`config.mk`:
```
export PLATFORM = sky130hd
export DESIGN_NAME = fft_r2sdf_stage
export DESIGN_NICKNAME = d
export VERILOG_FILES = /design/src/rtl/fft_pkg.sv /design/src/rtl/fft_twiddle_rom.sv /design/src/rtl/fft_r2sdf_stage.sv
export SDC_FILE = /design/constraint.sdc
export NUM_CORES = 1
export LEC_CHECK = 0
export ABC_AREA = 1
export BUFFER_PORTS_ARGS = -buffer_cell sky130_fd_sc_hd__buf_2
export CORE_UTILIZATION = 66
export CTS_BUF_LIST = sky130_fd_sc_hd__clkbuf_16
export CTS_CLUSTER_SIZE = 20
export DETAILED_ROUTE_END_ITERATION = 6
export PLACE_DENSITY = 0.82
export SLEW_MARGIN = 5
export SYNTH_ARGS = -nofsm -noshare
export SYNTH_HDL_FRONTEND = slang
export SYNTH_HIERARCHICAL = 1
export SYNTH_SLANG_ARGS = --single-unit
```
`constraint.sdc`:
```
create_clock -name clk -period 8.9 [get_ports clk]
set_input_delay 0.89 -clock clk [delete_from_list [all_inputs] [get_ports clk]]
set_output_delay 0.89 -clock clk [all_outputs]
set_load 0.01 [all_outputs]
```
`src/rtl/fft_pkg.sv`:
```
// ============================================================================
// Module  : fft_pkg
// Brief   : Shared constants, complex type and saturation helper for the
//           32-point streaming R2SDF FFT.
// Revision: 1.0
// ============================================================================
`default_nettype none

package fft_pkg;

    localparam int FFT_N    = 32;
    localparam int LOG2N    = 5;
    localparam int TW_W_DEF = 10;
    localparam int CPLX_W   = 16;

    typedef struct packed {
        logic signed [CPLX_W-1:0] re;
        logic signed [CPLX_W-1:0] im;
    } cplx_t;

    // Clamp a signed value to the two's-complement range of a width-bit word.
    function automatic logic signed [63:0] sat_w(input logic signed [63:0] value,
                                                 input int unsigned        width);
        logic signed [63:0] hi;
        logic signed [63:0] lo;
        hi = (64'sd1 <<< (width - 1)) - 64'sd1;
        lo = -hi - 64'sd1;
        if (value > hi)
            return hi;
        else if (value < lo)
            return lo;
        else
            return value;
    endfunction

endpackage

`default_nettype wire

```
`src/rtl/fft_twiddle_rom.sv`:
```
// ============================================================================
// Module  : fft_twiddle_rom
// Brief   : Combinational 16-entry twiddle table for W32^m, m = 0..15.
//           Returns c = cos and s = -sin, so W = c + j*s, at Q2.(TW_W-2).
// Revision: 1.0
// ============================================================================
`default_nettype none

module fft_twiddle_rom
    import fft_pkg::*;
#(
    parameter int TW_W = TW_W_DEF
) (
    input  logic [LOG2N-2:0] i_m,
    output cplx_t            o_tw
);

    // Master table at 1.0 = 2^16, rounded half up to the requested width.
    localparam int c_SHIFT = 18 - TW_W;

    localparam int c_COS [FFT_N/2] = '{
         65536,  64277,  60547,  54491,  46341,  36410,  25080,  12785,
             0, -12785, -25080, -36410, -46341, -54491, -60547, -64277
    };

    localparam int c_NSIN [FFT_N/2] = '{
             0, -12785, -25080, -36410, -46341, -54491, -60547, -64277,
        -65536, -64277, -60547, -54491, -46341, -36410, -25080, -12785
    };

    int w_cos;
    int w_sin;

    generate
        if (c_SHIFT > 0) begin : g_round
            localparam int c_HALF = 1 << (c_SHIFT - 1);
            always_comb begin
                w_cos = (c_COS[i_m]  + c_HALF) >>> c_SHIFT;
                w_sin = (c_NSIN[i_m] + c_HALF) >>> c_SHIFT;
            end
        end else begin : g_exact
            always_comb begin
                w_cos = c_COS[i_m];
                w_sin = c_NSIN[i_m];
            end
        end
    endgenerate

    assign o_tw.re = CPLX_W'(w_cos);
    assign o_tw.im = CPLX_W'(w_sin);

endmodule

`default_nettype wire

```
`src/rtl/fft_r2sdf_stage.sv`:
```
// ============================================================================
// Module  : fft_r2sdf_stage
// Brief   : One radix-2 single-path delay-feedback DIF butterfly stage with
//           feedback delay DELAY; output word grows by one bit.
// Revision: 1.0
// ============================================================================
`default_nettype none

module fft_r2sdf_stage
    import fft_pkg::*;
#(
    parameter int DELAY = 16,
    parameter int DW    = 8,
    parameter int TW_W  = TW_W_DEF
) (
    input  logic                clk,
    input  logic                rst,
    input  logic                in_valid,
    input  logic signed [DW-1:0] in_r,
    input  logic signed [DW-1:0] in_i,
    output logic                out_valid,
    output logic signed [DW:0]  out_r,
    output logic signed [DW:0]  out_i,
    output logic                out_first
);

    localparam int c_LOG2D = $clog2(DELAY);
    localparam int c_CW    = c_LOG2D + 1;
    localparam int c_MSH   = LOG2N - 1 - c_LOG2D;
    localparam int c_PW    = DW + 1 + CPLX_W + 1;
    localparam int c_RND   = 1 << (TW_W - 3);
    localparam int c_TWSH  = TW_W - 2;

    logic [c_CW-1:0]        r_cnt;
    logic                   r_primed;
    logic signed [DW:0]     r_dly_r [DELAY];
    logic signed [DW:0]     r_dly_i [DELAY];

    logic signed [DW:0]     w_hr;
    logic signed [DW:0]     w_hi;
    logic signed [DW:0]     w_xr;
    logic signed [DW:0]     w_xi;
    logic                   w_phase_b;
    logic                   w_at_d;
    logic [LOG2N-1:0]       w_k;
    logic [LOG2N-2:0]       w_m;
    cplx_t                  w_tw;
    logic signed [CPLX_W-1:0] w_c;
    logic signed [CPLX_W-1:0] w_s;
    logic signed [c_PW-1:0] w_hr_x;
    logic signed [c_PW-1:0] w_hi_x;
    logic signed [c_PW-1:0] w_c_x;
    logic signed [c_PW-1:0] w_s_x;
    logic signed [c_PW-1:0] w_pr;
    logic signed [c_PW-1:0] w_pi;
    logic signed [c_PW-1:0] w_rr;
    logic signed [c_PW-1:0] w_ri;
    logic signed [DW:0]     w_mr;
    logic signed [DW:0]     w_mi;
    logic signed [DW:0]     w_sum_r;
    logic signed [DW:0]     w_sum_i;
    logic signed [DW:0]     w_dif_r;
    logic signed [DW:0]     w_dif_i;

    assign w_hr      = r_dly_r[DELAY-1];
    assign w_hi      = r_dly_i[DELAY-1];
    assign w_xr      = (DW+1)'(in_r);
    assign w_xi      = (DW+1)'(in_i);
    assign w_phase_b = r_cnt[c_CW-1];
    assign w_at_d    = (r_cnt == c_CW'(DELAY));

    // Twiddle exponent k = cnt mod D, stretched onto the 32-point table.
    assign w_k = LOG2N'(r_cnt) & LOG2N'(DELAY - 1);
    assign w_m = (LOG2N-1)'(w_k << c_MSH);

    fft_twiddle_rom #(
        .TW_W (TW_W)
    ) u_twiddle_rom (
        .i_m  (w_m),
        .o_tw (w_tw)
    );

    assign w_c    = w_tw.re;
    assign w_s    = w_tw.im;
    assign w_hr_x = c_PW'(w_hr);
    assign w_hi_x = c_PW'(w_hi);
    assign w_c_x  = c_PW'(w_c);
    assign w_s_x  = c_PW'(w_s);

    assign w_pr = w_hr_x * w_c_x - w_hi_x * w_s_x;
    assign w_pi = w_hr_x * w_s_x + w_hi_x * w_c_x;
    assign w_rr = (w_pr + c_PW'(c_RND)) >>> c_TWSH;
    assign w_ri = (w_pi + c_PW'(c_RND)) >>> c_TWSH;
    assign w_mr = (DW+1)'(sat_w(64'(w_rr), DW + 1));
    assign w_mi = (DW+1)'(sat_w(64'(w_ri), DW + 1));

    // Inputs are DW bits, so sum and difference always fit in DW+1.
    assign w_sum_r = w_hr + w_xr;
    assign w_sum_i = w_hi + w_xi;
    assign w_dif_r = w_hr - w_xr;
    assign w_dif_i = w_hi - w_xi;

    always_ff @(posedge clk or negedge rst) begin
        if (!rst) begin
            r_cnt     <= '0;
            r_primed  <= 1'b0;
            out_valid <= 1'b0;
            out_first <= 1'b0;
            out_r     <= '0;
            out_i     <= '0;
            r_dly_r   <= '{default: '0};
            r_dly_i   <= '{default: '0};
        end else begin
            out_valid <= in_valid & (r_primed | w_at_d);
            out_first <= in_valid & w_at_d;
            if (in_valid) begin
                r_cnt <= r_cnt + 1'b1;
                if (w_at_d)
                    r_primed <= 1'b1;
                for (int n = DELAY - 1; n > 0; n--) begin
                    r_dly_r[n] <= r_dly_r[n-1];
                    r_dly_i[n] <= r_dly_i[n-1];
                end
                if (w_phase_b) begin
                    out_r      <= w_sum_r;
                    out_i      <= w_sum_i;
                    r_dly_r[0] <= w_dif_r;
                    r_dly_i[0] <= w_dif_i;
                end else begin
                    out_r      <= w_mr;
                    out_i      <= w_mi;
                    r_dly_r[0] <= w_xr;
                    r_dly_i[0] <= w_xi;
                end
            end
        end
    end

endmodule

`default_nettype wire

```
* Yosys cells after proc, flatten, opt, wreduce, memory -nomap -nowiden *
Memory sizes are Yosys's and may differ from the RTL's.
Cells that the tools add are included.
W data, S select, Z words.

storage, ports and cells
  bits in registers = 314
  memories = 2
  memory bits (read-only) = 1024
  logic and storage cells = 78
  output and inout port bits = 20

operators by class
  eq/ne operators = 1
  multiply operators = 4
  bitwise logic cells = 4
  muxes and demuxes = 12
  $add $sub $neg = 11
  reductions and logical operators = 1
  $lt $le $gt $ge = 5

memory list
  name             words  width  rd ports  clocked after Yosys merged registers in  write ports  RTL line               RTL
  (no name shown)  16     32     1         0                                        0            fft_twiddle_rom.sv:39  w_sin = (c_NSIN[i_m] + c_HALF) >>> c_SHIFT;
  (no name shown)  16     32     1         0                                        0            fft_twiddle_rom.sv:38  w_cos = (c_COS[i_m] + c_HALF) >>> c_SHIFT;

operator list
  kind                     count
  $mul A9 B16 Y25          4
  $mux W24                 4
  $mux W9                  8
  $add A26 B9 Y26 const B  2
  $add A24 B9 Y24 const B  2
  $gt A18 B9 Y1 const B    2
  $lt A18 B9 Y1 const B    2
  $add A25 B25 Y26         1
  $sub A25 B25 Y26         1
  $add A9 B8 Y9            2
  $sub A9 B8 Y9            2
  $add A5 B1 Y5 const B    1
  $eq A5 B5 Y1 const B     1
  $ge A5 B5 Y1 const B     1
  $not A4 Y5               1
  $and A1 B1 Y1            2
  $reduce_and A2 Y1        1
  $or A1 B1 Y1             1

* Depth between registers and ports, before layout *
Gate-level depths: netlist of run 1.

  depth in word-level cells = 12
  mapped depth = 47
  mapped depth without buffers = 46

* Cells and area by module *
Netlist of run 1, hierarchy kept.

by module, submodules not included
  module           area an instance (sq um)  instances  cells each
  fft_r2sdf_stage  35500.3                   1          4430
  fft_twiddle_rom  1142.3                    1          206

* Worst setup path before layout of run 1 *
OpenSTA, ideal clock, no wires.

  path kind = reg2reg
  start point = register r_cnt[0]
  end point = register out_i[0]
  setup slack = 1.007 ns
  clock period less this slack = 7.893 ns
  path buffers = 2
  arrival time = 7.777 ns
  required time = 8.783 ns
  cell stages (with the launch flop) = 43
  cells stage by stage = dfrtp_1 -> inv_1 -> ha_1 -> inv_1 -> nand2_1 -> nand3_1 -> nand2_1 -> ha_1 -> nand3_1 -> nor2_4 -> nand2_1 -> xnor2_1 -> clkbuf_1 -> buf_1 -> nand2_1 -> fa_1 -> inv_1 -> fa_1 -> [... 7 more ...] -> inv_1 -> fa_1 -> ha_1 -> nand2_1 -> nor2_1 -> nand2_1 -> nand3_1 -> nand2_1 -> nand3_1 -> nand2_1 -> nand2_1 -> nand2_1 -> nor3b_1 -> nand2_1 -> a21oi_2 -> nand2_1 -> nand2_1 -> nand2_1

RTL lines
  what                    RTL line                RTL
  from (decl)             fft_r2sdf_stage.sv:34   logic [c_CW-1:0] r_cnt;
  from (signal assigned)  fft_r2sdf_stage.sv:117  r_cnt <= r_cnt + 1'b1;
  to (signal assigned)    fft_r2sdf_stage.sv:126  out_i <= w_sum_i;
  to (signal assigned)    fft_r2sdf_stage.sv:131  out_i <= w_mi;
  to (decl)               fft_r2sdf_stage.sv:23   output logic signed [DW:0] out_i,

==> results of run 1 <==
[layout make-up]
| class | count | share of cell area [%] |
|---|---|---|
| multi-input combinational | 3099 | 62.6 |
| clock buffer | 29 | 1.88 |
| tap | 739 | 2.39 |
| antenna | 1 | 0.00648 |
| timing repair inverter | 2 | 0.0389 |
| clock inverter | 25 | 0.784 |
| inverter | 1006 | 9.84 |
| timing repair buffer | 113 | 2.10 |
| sequential | 314 | 20.4 |
[stage by stage]
stage	std cells	hold slack [ns]	cell area [um2]
2_1_floorplan	4636	0.423	36600
3_3_place_gp	5258	0.432	37400
3_5_place_dp	5258	0.446	37400
6_report	5328	0.324	38600
4_1_cts	5312	0.338	38500
5_1_grt	5327	0.373	38600
[routing by layer]
layer / global-route usage (%) / up-vias / wire length (um)
met1: 43.3 / 13646 / 34500
met2: 51.5 / 1010 / 39700
met3: 4.71 / 223 / 6750
li1: - / 13197 / -
met5: 0 / - / 16
met4: 13.0 / 2 / 3620
[path summary, 6_finish.rpt]
check,endpoint,slack (ns)
setup / recovery,out_r[2],0.39
hold / removal,r_dly_r[93],0.32
setup reg to reg,out_r[2],0.39
hold reg to reg,r_primed,0.46
max in group asynchronous,w_hi[1],7.08
min in group clk,r_primed,0.46
[state kept, by name (all words and copies together) (netlist names)]
register and count:
r_dly_i 135, r_dly_r 135, out_i 9, out_r 9, w_hi 9, w_hr 9, r_cnt 5, out_first 1
out_valid 1, r_primed 1
[layout by cell type (no fill, tap or decap), types with 4 or more instances in the layout]
cell        count
nand2_2        23
clkinv_2        7
a21oi_1       106
o21bai_1       13
bufinv_16       6
o21ai_0        75
nor2_2          4
nor2_4          5
nand3_2         5
or2_2          21
o211ai_1        4
nor3_1          5
ha_1          231
inv_6           4
xor2_1         39
dfrtp_2         4
nand2_1      1704
nand4_1        22
o21ai_2         5
inv_2           5
dfrtp_1       310
nand3b_1        6
clkbuf_16      29
buf_4          72
fa_1          576
nor2_1        132
xnor2_1        27
nand3_1        70
buf_2          36
clkinvlp_4      8
inv_1         997
[timing repair]
action	in CTS	in global routing
hold buffers	0	0
setup endpoints to repair	0	16
resized for setup	0	17
buffers inserted	0	13
[critical path: cells and delay by family (launching register included)]
family,cells,cell delay [ns]
buf+inv,9,1.27
simple gates,20,2.50
flops,1,0.38
compound gates,1,0.15
fa+ha+maj,10,4.09
[cells by family (layout without fill, tap and decap cells)]
kind of cell / after synthesis / after routing / share of synthesized area (%)
buf+inv: 1223 / 1175 / 12.6
other cells: 0 / 1 / 0
flops: 314 / 314 / 21.4
compound gates: 215 / 215 / 3.18
xor+xnor: 66 / 66 / 1.58
fa+ha+maj: 811 / 811 / 39.5
simple gates: 2007 / 2007 / 21.6
==> results by group, run 1 <==
Global routing
  • Gr usage total: 31.8%
  • Largest net degree at the start of global routing: 204
  • Gr ovfl total: 0
  • Initial antenna violation count: 1
  • First-pass GRT wire length: 143000 um
  • Vias in the first global route: 28876

Synthesis
  • Cell with the most instances after synthesis: nand2_1
  • Top cells by area, synth: fa_1, dfrtp_1, nand2_1, inv_1, ha_1
  • Mapped Area: 36600 um2
  • Post-synth top area share: 31.6%
  • Seq cells post-synth: 314
  • Avg Synthesized Cell Area: 7.90 um2
  • Leading area contributor after synthesis: fa_1
  • Post-synth ARST share: 100%
  • Post-synth cell types: 42
  • Gate Count Post-Synth: 4636
  • Number of flops mapped to enable cells by yosys: 0
  • Most used flip-flop cell after synthesis: dfrtp_1
  • Mapped Nets: 5466
  • Register area share after synthesis: 21.4%
  • Synth cell count leaders: nand2_1, inv_1, fa_1
  • Yosys warns: 6

Clocking
  • Num CTS Buffers: 29
  • Clk sinks: 314
  • H-Tree Level Count: 1
  • Clock transition at path regs: 0.07 ns
  • Root Buffer: clkbuf_16
  • CTS tree: built
  • Clock Tree Buf Depth: 3
  • Clock network latency to the later pin of the worst-skew pair: 0.57 ns

Timing
  • RSZ-0062 raised after global routing: yes
  • Achievable Freq: 0.118 GHz
  • Accumulated negative setup slack: 0 ns
  • Relative slew slack: 29.2%
  • Setup Skew: 0.0123 ns
  • Final setup margin: 0.393 ns
  • Max Slew Vio Count: 0
  • Final Setup Violations: 0
  • Worst Max-Slew Pin Slew: 1.06 ns
  • Hold Fails Final Rpt: 0
  • Tcrit/Tclk final: 95.6%
  • Min cycle time layout: 8.51 ns

Floorplanning
  • IO Pins: 39
  • Standard-cell rows: 85
  • Starting density of the core: 67.4%
  • Die Y: 238 um
  • Core Box Area: 54300 um2
  • Die area: 56500 um2
  • Chip width: 238 um

Cells and area
  • Layout cells sized above 1: 5.51%
  • Area of the multi-input gates: 24200 um2
  • Utilization after layout: 71.1%
  • Filler cell count: 4179
  • Area grow syn2layout: 5.44%
  • Register area: 7860 um2
  • Fin nets: 5395

Critical path
  • WP data required: 9.38 ns
  • Crit Path Category: flop to flop
  • Crit path capture type: flop
  • Worst path slowest cell: fa_1
  • CP most frequent cell: nand2_1
  • Worst-path fanout max: 9
  • Arrival time at the worst endpoint: 8.99 ns
  • CP startpoint: r_cnt[0]
  • Worst Setup Start Kind: flop
  • Crit-path max cell delay: 0.56 ns
  • Reg2reg path depth: 40
  • R2R Path Start: r_cnt[0]

Route
  • Initial drt markers: 2058
  • Detailed-router iteration count before antenna repair: 5
  • DRT Wirelength: 84600 um
  • Via Count: 28078
  • WL per Instance: 15.9 um
  • Antenna viol nets, final: 0
  • Drc violations: 0
  • Via density: 5.27

Placed design
  • DP Wirelength: 64300 um
  • Port bufs: 38
  • Gpl congestion: 0.944
  • DP Worst Slack: 0.459 ns

Min path
  • HP Class: primary input to async pin

Status
  • Status: finished clean

Run
  • Number of max-cap violations: 0
Power of run 1 is left out: the tool's default activity adds up to more than one toggle a clock period on the data nets, which glitch-free logic cannot reach.
==> run 2: changes to the inputs <==
--- a/config.mk
+++ b/config.mk
@@ -7,6 +7,7 @@
 export LEC_CHECK = 0
 export ABC_AREA = 1
 export BUFFER_PORTS_ARGS = -buffer_cell sky130_fd_sc_hd__buf_2
+export CORE_ASPECT_RATIO = 1.2
 export CORE_UTILIZATION = 66
 export CTS_BUF_LIST = sky130_fd_sc_hd__clkbuf_16
 export CTS_CLUSTER_SIZE = 20
@@ -15,5 +16,4 @@
 export SLEW_MARGIN = 5
 export SYNTH_ARGS = -nofsm -noshare
 export SYNTH_HDL_FRONTEND = slang
-export SYNTH_HIERARCHICAL = 1
 export SYNTH_SLANG_ARGS = --single-unit
==> run 2 against run 1 <==
Against the previous run:
- cell area shrank 2.3%
- fmax shrank 0.68%
- synthesized cell count shrank 8.6%
- flip-flop and latch count is the same
- routed wire length grew 5.9%
- clock skew grew 0.011 ns
- register-to-register slack lost 0.06 ns
- critical path type unchanged
- largest cell class unchanged
==> results by group, run 2 <==
Global routing
  • Grt peak-use layer: met2
  • Initial antenna violation count: 9 (+8)
  • Vias in the first global route: 28072 (-2.8%)
  • M3 GR Usage: 6.96% (+2.2 points)
  • Met1 Track Usage GR: 43.0% (-0.32 points)
  • Gr ovfl total: 0 (unchanged)
  • Met2 Usage GRT: 57.3% (+5.8 points)
  • Gr usage total: 34.8% (+3.0 points)
  • First-pass GRT wire length: 144000 um (+0.77%)
  • Largest net degree at the start of global routing: 252 (+24%)

Timing
  • Final setup margin: 0.335 ns (-0.0584 ns)
  • Hold Fails Final Rpt: 0 (unchanged)
  • Tcrit/Tclk final: 96.2% (+0.66 points)
  • Min cycle time layout: 8.56 ns (+0.0584 ns)
  • Achievable Freq: 0.117 GHz (-0.68%)
  • Final Setup Violations: 0 (unchanged)
  • Max Slew Vio Count: 0 (unchanged)
  • Relative slew slack: 26.3% (-2.9 points)
  • Worst Max-Slew Pin Slew: 1.11 ns (+0.0431 ns)
  • Setup Skew: 0.0234 ns (+0.0111 ns)

Placed design
  • DP Worst Slack: -0.0465 ns (-0.505 ns)
  • DP Wirelength: 68000 um (+5.8%)
  • Gpl congestion: 0.962 (+1.9%)
  • Port bufs: 38 (unchanged)
  • Placed insts: 4903 (-6.8%)

Route
  • Via density: 5.48 (+4.1%)
  • DRT Wirelength: 89600 um (+5.9%)
  • Antenna viol nets, final: 0 (unchanged)
  • Drc violations: 0 (unchanged)
  • Initial drt markers: 2221 (+7.9%)
  • WL per Instance: 18.0 um (+13%)
  • Detailed-router iteration count before antenna repair: 7 (+2)
  • Via Count: 27283 (-2.8%)

Synthesis
  • Yosys warns: 0 (-6)
  • Seq cells post-synth: 314 (unchanged)
  • Avg Synthesized Cell Area: 8.28 um2 (+4.7%)
  • Post-synth cell types: 48 (+14%)
  • Most used flip-flop cell after synthesis: dfrtp_1
  • Number of flops mapped to enable cells by yosys: 0 (unchanged)
  • Register area share after synthesis: 22.4% (+0.97 points)
  • Mapped Nets: 5064 (-7.4%)
  • Gate Count Post-Synth: 4236 (-8.6%)
  • Cell with the most instances after synthesis: nand2_1
  • Post-synth ARST share: 100% (unchanged)
  • Top cells by area, synth: fa_1, dfrtp_1, nand2_1, inv_1, ha_1
  • Mapped Area: 35100 um2 (-4.3%)
  • Post-synth top area share: 33.0% (+1.4 points)
  • Leading area contributor after synthesis: fa_1
  • Synth cell count leaders: nand2_1, inv_1, fa_1

Status
  • Status: finished clean

Cells and area
  • Largest registers: r_dly_i (135), r_dly_r (135)
  • Area grow syn2layout: 7.63%
  • Register area: 7860 um2 (unchanged)
  • Final cell count without fillers: 4975 (-6.6%)
  • Utilization after layout: 71.9% (+0.80 points)
  • Commonest non-fill, non-tap cells in the layout: nand2_1, inv_1, fa_1, nor2_1, dfrtp_1
  • Area of the multi-input gates: 23900 um2 (-1.2%)
  • Layout cells sized above 1: 6.96% (+1.4 points)
  • Fin nets: 5073 (-6.0%)
  • Filler cell count: 4031 (-3.5%)
  • Most common cell after layout, fill and taps aside: nand2_1

Clocking
  • Num CTS Buffers: 31 (+6.9%)
  • Clock transition at path regs: 0.07 ns (about the same)
  • CTS Hold Bufs: 0 (unchanged)
  • Clk sinks: 314 (unchanged)
  • H-Tree Level Count: 1 (unchanged)
  • Clock network latency to the later pin of the worst-skew pair: 0.57 ns (about the same)
  • CTS tree: built
  • Clock Tree Buf Depth: 3 (unchanged)
  • Root Buffer: clkbuf_16

Floorplanning
  • Core Box Area: 52500 um2 (-3.4%)
  • Starting density of the core: 66.8% (-0.63 points)
  • Standard-cell rows: 92 (+8.2%)
  • Die area: 54100 um2 (-4.3%)
  • Chip width: 212 um (-11%)
  • Die Y: 254 um (+7.1%)
  • IO Pins: 39 (unchanged)

Critical path
  • Arrival time at the worst endpoint: 9.02 ns (+0.03 ns)
  • Worst-path fanout max: 14 (+5)
  • WP data required: 9.36 ns (-0.02 ns)
  • Crit-path max cell delay: 0.57 ns (about the same)
  • Worst Setup Start Kind: flop
  • Worst path slowest cell: fa_1
  • Crit path capture type: flop
  • CP most frequent cell: nand2_1
  • Crit Path Category: flop to flop

Run
  • Number of max-cap violations: 0 (unchanged)

Min path
  • HP Class: primary input to async pin
## run 2: area by class of cell
class	count	area share, %
multi-input cells	2928	63.4
flip-flops and latches	314	20.8
inverters	836	8.36
repair buffers	134	2.64
well taps	705	2.34
clock buffers	31	2.06
clock inverters	24	0.395
diodes	3	0.0199
## run 2: kinds of logic (layout without fill, tap and decap cells)
kind of cell	count (synthesis)	in the layout	synth area share [%]
compound gates	257	257	4.10
xor+xnor	65	65	1.62
fa+ha+maj	809	809	41.2
buf+inv	994	1025	10.7
flops	314	314	22.4
other cells	0	3	0
simple gates	1797	1797	19.9
## run 2: critical path: cells and delay by family, from the launching register on
kind | cells | cell delay, ns
compound gates | 5 | 0.77
flops | 1 | 0.44
buf+inv | 8 | 0.88
simple gates | 21 | 2.34
fa+ha+maj | 10 | 4.00
## run 2: per-stage QoR
| stage | area, um2 | hold slack, ns | TNS, ns |
|---|---|---|---|
| 2_1_floorplan | 35100 | 0.419 | 0 |
| 3_3_place_gp | 36200 | 0.431 | 0 |
| 3_5_place_dp | 36200 | 0.439 | -0.193 |
| 4_1_cts | 37100 | 0.424 | 0 |
| 5_1_grt | 37700 | 0.461 | -0.429 |
| 6_report | 37700 | 0.342 | 0 |
## run 2: per-layer routing
metal  up-vias  share of wire, %
met4        14               7.5
li1      12433                 -
met3       401               8.3
met2      1145                47
met1     13290                37
met5         -              0.16
## run 2: worst paths after layout
check / cells after the start / endpoint / startpoint / slack [ns]
max: 44 / out_r[1] / r_cnt[1] / 0.34
min: 1 / out_valid / rst / 0.34
max reg2reg: 44 / out_r[1] / r_cnt[1] / 0.34
min reg2reg: 2 / r_primed / r_primed / 0.45
max in group asynchronous: 3 / out_r[1] / rst / 6.51
min in group clk: 2 / r_primed / r_primed / 0.45
## run 2: timing repair
action                                  4_1_cts  5_1_grt
hold endpoints to repair                      0        0
setup buffers                                 0       14
resized for setup                             1      115
endpoints found under the setup margin        8       18
pin swaps                                     0       30
Power of run 2 is left out for the same reason.
